<file path="src/rtl/sos_cascade_ctrl.sv">
// Sequencer for a cascade of biquad sections: latches one sample, triggers each
// section in turn, waits for its done, then captures the chain output.
module sos_cascade_ctrl #(
  parameter int NUM_SECTIONS = 4,
  parameter int DATA_SIZE    = 24,
  parameter int TIMEOUT      = 8
) (
  input  logic                    clk,
  input  logic                    reset,
  input  logic                    sample_trig,
  input  logic [DATA_SIZE-1:0]    data_in,
  output logic [DATA_SIZE-1:0]    sample_hold,
  output logic [NUM_SECTIONS-1:0] sec_trig,
  input  logic [NUM_SECTIONS-1:0] sec_done,
  input  logic [DATA_SIZE-1:0]    last_data,
  output logic [DATA_SIZE-1:0]    data_out,
  output logic                    out_valid,
  output logic                    busy,
  output logic                    err_overrun,
  output logic                    err_timeout,
  input  logic                    err_clr
);

  localparam int KW = (NUM_SECTIONS > 1) ? $clog2(NUM_SECTIONS) : 1;
  localparam logic [KW-1:0] K_LAST = KW'(NUM_SECTIONS - 1);
  localparam logic [7:0] CNT_LAST = 8'(TIMEOUT - 1);

  typedef enum logic [1:0] {IDLE, TRIG, WAIT, FINISH} state_t;

  state_t        state, state_nxt;
  logic [KW-1:0] k, k_nxt;
  logic [7:0]    cnt, cnt_nxt;
  logic          accept, overrun_evt, timeout_evt;

  always_ff @(posedge clk or posedge reset) begin
    if (reset) begin
      state       <= IDLE;
      k           <= '0;
      cnt         <= '0;
      sample_hold <= '0;
      data_out    <= '0;
      out_valid   <= 1'b0;
      err_overrun <= 1'b0;
      err_timeout <= 1'b0;
    end else begin
      state     <= state_nxt;
      k         <= k_nxt;
      cnt       <= cnt_nxt;
      out_valid <= (state == FINISH);
      if (accept)
        sample_hold <= data_in;
      if (state == FINISH)
        data_out <= last_data;
      err_overrun <= overrun_evt | (err_overrun & ~err_clr);
      err_timeout <= timeout_evt | (err_timeout & ~err_clr);
    end
  end

  always_comb begin
    state_nxt   = state;
    k_nxt       = k;
    cnt_nxt     = cnt;
    accept      = 1'b0;
    timeout_evt = 1'b0;
    sec_trig    = '0;
    busy        = (state != IDLE);
    overrun_evt = sample_trig && ((state == TRIG) || (state == WAIT));
    case (state)
      IDLE: begin
        if (sample_trig) begin
          accept    = 1'b1;
          k_nxt     = '0;
          state_nxt = TRIG;
        end
      end
      TRIG: begin
        sec_trig[k] = 1'b1;
        cnt_nxt     = '0;
        state_nxt   = WAIT;
      end
      WAIT: begin
        if (sec_done[k]) begin
          if (k == K_LAST) begin
            state_nxt = FINISH;
          end else begin
            k_nxt     = k + 1'b1;
            state_nxt = TRIG;
          end
        end else if (cnt == CNT_LAST) begin
          timeout_evt = 1'b1;
          state_nxt   = IDLE;
        end else begin
          cnt_nxt = cnt + 8'd1;
        end
      end
      FINISH: begin
        // The output capture is registered, so FINISH can already take the next
        // sample; this gives the 3N+1 minimum sample period.
        if (sample_trig) begin
          accept    = 1'b1;
          k_nxt     = '0;
          state_nxt = TRIG;
        end else begin
          state_nxt = IDLE;
        end
      end
      default: state_nxt = IDLE;
    endcase
  end

endmodule

</file>
<file path="config.mk">
export PLATFORM = sky130hd
export DESIGN_NAME = sos_cascade_ctrl
export DESIGN_NICKNAME = d
export VERILOG_FILES = /design/src/rtl/sos_cascade_ctrl.sv
export SDC_FILE = /design/constraint.sdc
export NUM_CORES = 1
export LEC_CHECK = 0
export CORE_MARGIN = 5
export CORE_UTILIZATION = 47
export CTS_CLUSTER_DIAMETER = 120
export DETAILED_ROUTE_END_ITERATION = 7
export MAX_ROUTING_LAYER = met4
export PLACE_DENSITY = 0.82
export SLEW_MARGIN = 20
export SYNTH_ARGS = -nofsm -noshare
export SYNTH_HDL_FRONTEND = slang
export SYNTH_SLANG_ARGS = --single-unit
</file>
<file path="constraint.sdc">
create_clock -name clk -period 3.53 [get_ports clk]
set_clock_uncertainty 0.15 [all_clocks]
set_input_delay 0.706 -clock clk [delete_from_list [all_inputs] [get_ports clk]]
set_output_delay 0.706 -clock clk [all_outputs]
set_load 0.05 [all_outputs]
</file>
# == Word-level counts from Yosys, hierarchy flattened ==
# Cells that the tools add are included.
# Widths: inputs -> output; s select.
# word_totals
n_memories,0
ff_bits,63
mem_bits_ro,0
elab_cells,63
latchBits,0
in_bits,56
mem_bits_rw,0
# classes
n_mux,23
add_sub_neg,2
order_cmp,2
eq_ne,12
div_mod_pow,0
multipliers,0
n_reduce_logical,11
shifts,0
n_bitwise,5
# ops
cell,count
$mux 8,2
$pmux 8 s2,1
$mux 2,7
$add 8x1->8 const B,1
$eq 8x3->1 const B,1
$mux 1,8
$ne 2x2->1 const B,4
$pmux 2 s4,1
$eq 2x2->1 const B,3
$reduce_bool 2->1,3
$mux 4,1
$ne 2x1->1 const B,2
$pmux 2 s2,1
$reduce_and 4->1,1
$lt 2x3->1 const B,1
$ne 3x1->1 const B,1
$reduce_and 3->1,1
$add 2x1->2 const B,1
$and 1x1->1,2
$bmux 1 s2,1
$demux 1 s2,1
$eq 2x1->1 const B,1
$ge 2x1->1 const B,1
$logic_and 1x1->1,2
6 further kinds,7

# == Depth between registers and ports, before layout ==
# logic_depth
ltp_word,5
ltp_mapped,8
depth_no_buf,6

# == Worst setup path before layout ==
# OpenSTA, ideal clock, no wires.
# synth_timing
path_kind,reg2reg
from,register state[0]
to,register sample_hold[0]
arrival_ns,1.978
path_buffers,3
synth_period_minus_slack_ns,2.253
required_ns,3.255
path_slack_ns,1.277
setup_time_ns,0.125
stages_incl_launch_ff,8
path_cell_list,dfrtp_1 inv_1 ha_1 clkbuf_1 nor2b_1 clkbuf_1 buf_1 mux2_2
# synth_via
elab_chain_len,3
# synth_lines
item,line,rtl
from (decl),30,"state_t state, state_nxt;"
from (signal assigned),46,state <= state_nxt;
$eq 2x2->1 or $logic_not 2->1 (tied branches),68,case (state)
$reduce_or 2->1 (no source line) (*),-,
$mux 1 (*),-,
to (signal assigned),51,sample_hold <= data_in;
to (decl),12,"output logic [DATA_SIZE-1:0] sample_hold,"
# Mark *: on every way between the ends. The rest lies on a longest branch, timed or not.
# A chain may end at the register's enable or synchronous reset.

# == Final worst setup path ==
# layout_timing
from,register k[0]
to,output port sec_trig[3]
# layout_via
elab_chain_len,5
# layout_lines
item,line,rtl
from (decl),31,"logic [KW-1:0] k, k_nxt;"
from (signal assigned),47,k <= k_nxt;
$lt 2x3->1 (implied by the code) or $ge 2x1->1 (tied branches),77,sec_trig[k] = 1'b1;
$logic_and 1x1->1 (implied by the code),77,
$mux 1 (implied by the code),77,
$demux 1 s2 (*),77,
$mux 4 (*),68,
to (decl),13,"output logic [NUM_SECTIONS-1:0] sec_trig,"
# Marked as above.

==> summary.txt <==
Run status
  – Status: complete, no violations

Yosys
  – Syn Inst Count: 211
  – EDFF count, synth: 0
  – Synth Area in XOR/XNOR: 0%
  – Simple-gate share of the synthesized area: 7.45%
  – Mux share of post-synthesis cell area: 21.9%
  – Synthesized flop and latch total: 63
  – Largest family of logic cells by synthesized area: multiplexers
  – Avg Inst Size Synth: 13.3 µm²
  – Post-synthesis cell type count: 36
  – Synth Cell Area: 2810 µm²
  – Sequential element share of the synthesized area: 56.2%
  – Ys async rst share: 100%
  – Compound-Gate Fraction of Synth Area: 7.13%
  – Syn_nets: 277
  – Synth Area in Adders: 4.46%
  – Yosys warns: 0
  – Primary FF master, synth: dfrtp_1

Die
  – Die span in x: 87.3 µm
  – Rows: 28
  – I/O pins: 112
  – Chip height: 87.3 µm
  – Initial Util: 48.0%
  – Die Footprint: 7620 µm²
  – CORE AREA: 5850 µm²

Pwr
  – Static Leak: 1.80 nW
  – Worst vdd rail ir drop: 0.000676 V
  – PwrDens: 1110 nW/µm²

Clock tree
  – Cts bufs inserted: 9
  – PostCTS Resize Cnt: 0
  – H-tree Lvls: 3
  – Sink Count: 63
  – Root Buffer: clkbuf_8
  – Clk slew on worst S/H paths: 0.07 ns
  – Max Buffers Root-to-Sink: 2
  – Clk Latency, worst-skew pair: 0.33 ns
  – CTS tree: built
  – CTS Hold Bufs: 0
  – Post-CTS setup buffers: 0

STA
  – TNS Setup: 0 ns
  – RSZ-0062 raised after global routing: false
  – Final setup fails: 0
  – Final max-slew violation count: 0
  – Fmax: 0.341 GHz
  – Slew headroom: 50.6%
  – Fin crit period: 2.94 ns
  – Slew @ Worst Pin: 0.734 ns
  – Final hold vios: 0
  – Tcrit/Tclk final: 83.2%

Route
  – Drt drc: 0
  – Via count: 2074
  – Post-DR wirelength/cell: 15.6 µm
  – Drt pass-1 iters: 5
  – Vias per inst: 5.12
  – Final WL: 6.31 mm
  – DRT iter0 DRCs: 103
  – Antenna Nets Post-Route: 0

Final layout
  – Final nets: 392
  – Final core utilization: 72.0%
  – # diodes: 0
  – Commonest non-fill, non-tap cell in the layout: clkdlybuf4s50_1
  – Layout cell share with drive strength beyond 1: 21.5%
  – Area of the multi-input gates: 1150 µm²
  – Fill cells: 399
  – P&R area growth vs syn: 50.1%
  – Most frequent cells in the layout: clkdlybuf4s50_1, dfrtp_1, mux2_2
  – Sequential cell area: 1580 µm²

Job
  – Max Cap Viol: 0

Worst hold path
  – Hold crit path type: flip-flop to flip-flop

GRT
  – Global route overflow: 0
  – Initial antenna violation count: 0
  – Largest net degree at the start of global routing: 29
  – GRT Total Usage: 18.2%
  – Vias in the first global route: 2119
  – First-pass GRT wire length: 10.5 mm

Place
  – PortBufs: 111
  – Post-DP HPWL: 4.74 mm
  – Final Wtd Congestion: 0.864

Worst setup path
  – Required @ worst endpoint: 2.67 ns
  – CP Launch Type: flip-flop
  – Crit path max fanout: 7
  – Critical path type: flip-flop to primary output
  – CP Capture Type: primary output
  – Arr. time, crit path: 2.08 ns
==> registers in the layout, indices dropped and copies added (netlist names) <==
name         cells
data_out        24
err_timeout      1
sample_hold     24
k                2
state            2
out_valid        1
err_overrun      1
cnt              8
==> through the flow <==
stage	hold slack [ns]	setup WS [ns]	total power [W]	cells	instance area, µm²
2_1_floorplan	0.336	1.10	0.00312	211	2810
3_3_place_gp	0.338	0.745	0.00398	390	4000
3_5_place_dp	0.345	0.691	0.00402	390	4000
4_1_cts	0.360	0.569	0.00471	405	4210
5_1_grt	0.376	0.470	0.00491	405	4210
6_report	0.357	0.595	0.00466	405	4210
==> kinds of logic after synthesis <==
family,after synthesis
AOI/OAI and AO/OA,28
buffers and inverters,21
adders and majority gates,10
muxes,54
DFF,63
and+or+nand+nor,35
==> synthesized netlist by cell type (all sizes together) (2+ instances only) <==
| master | n | share of area (%) |
|---|---|---|
| nand3 | 4 | 0.71 |
| a211oi | 3 | 0.80 |
| nor4 | 3 | 0.67 |
| nand2 | 11 | 1.5 |
| nor2 | 2 | 0.27 |
| o2bb2ai | 3 | 0.94 |
| o21ai | 6 | 1.1 |
| a31oi | 2 | 0.45 |
| dfrtp | 63 | 56 |
| ha | 10 | 4.5 |
| a2bb2oi | 2 | 0.62 |
| or4 | 2 | 0.53 |
| mux2i | 4 | 1.4 |
| mux2 | 49 | 20 |
| clkbuf | 7 | 0.94 |
| a21oi | 5 | 1.3 |
| and2 | 5 | 1.1 |
| o211ai | 2 | 0.53 |
| inv | 11 | 1.5 |
| buf | 3 | 0.49 |
==> area by class of cell <==
type / count / share of cell area (%)
inverter: 11 / 0.980
clock inverter: 3 / 1.60
sequential: 63 / 37.4
timing repair buffer: 114 / 26.9
tap: 75 / 2.23
clock buffer: 12 / 3.45
multi-input combinational: 127 / 27.4
==> power breakdown <==
group	total (W)	internal (W)	switching, W
registers	0.00123	0.00105	0.000181
logic	0.00275	0.00105	0.00170
clock network	0.000680	0.000414	0.000266
total	0.00466	0.00251	0.00215
==> worst max-delay path: stages (launching register included) <==
cell and delay (ns):
dfrtp_1 0.50, ha_1 0.28, and2_1 0.16, clkdlybuf4s50_1 0.80
==> worst paths after layout <==
path | slack, ns | depth (start not counted) | end | start
setup / recovery | 0.59 | 3 | sec_trig[3] | k[0]
hold / removal | 0.36 | 1 | data_out[15] | data_out[15]
setup reg to reg | 1.24 | 4 | cnt[5] | k[0]
hold reg to reg | 0.36 | 1 | data_out[15] | data_out[15]
max in group asynchronous | 2.12 | 3 | data_out[11] | reset
min in group asynchronous | 0.47 | 2 | data_out[15] | reset
==> per-layer routing <==
layer	vias to the layer above	GRT usage, %	wire length (µm)	share of wire (%)
li1	986	-	-	-
met1	999	24.3	2790	44
met2	85	27.7	3040	48
met3	4	6.15	460	7.3
met4	0	2.93	24	0.38
met5	-	-	0	0
(Power assumes the default switching activity.)
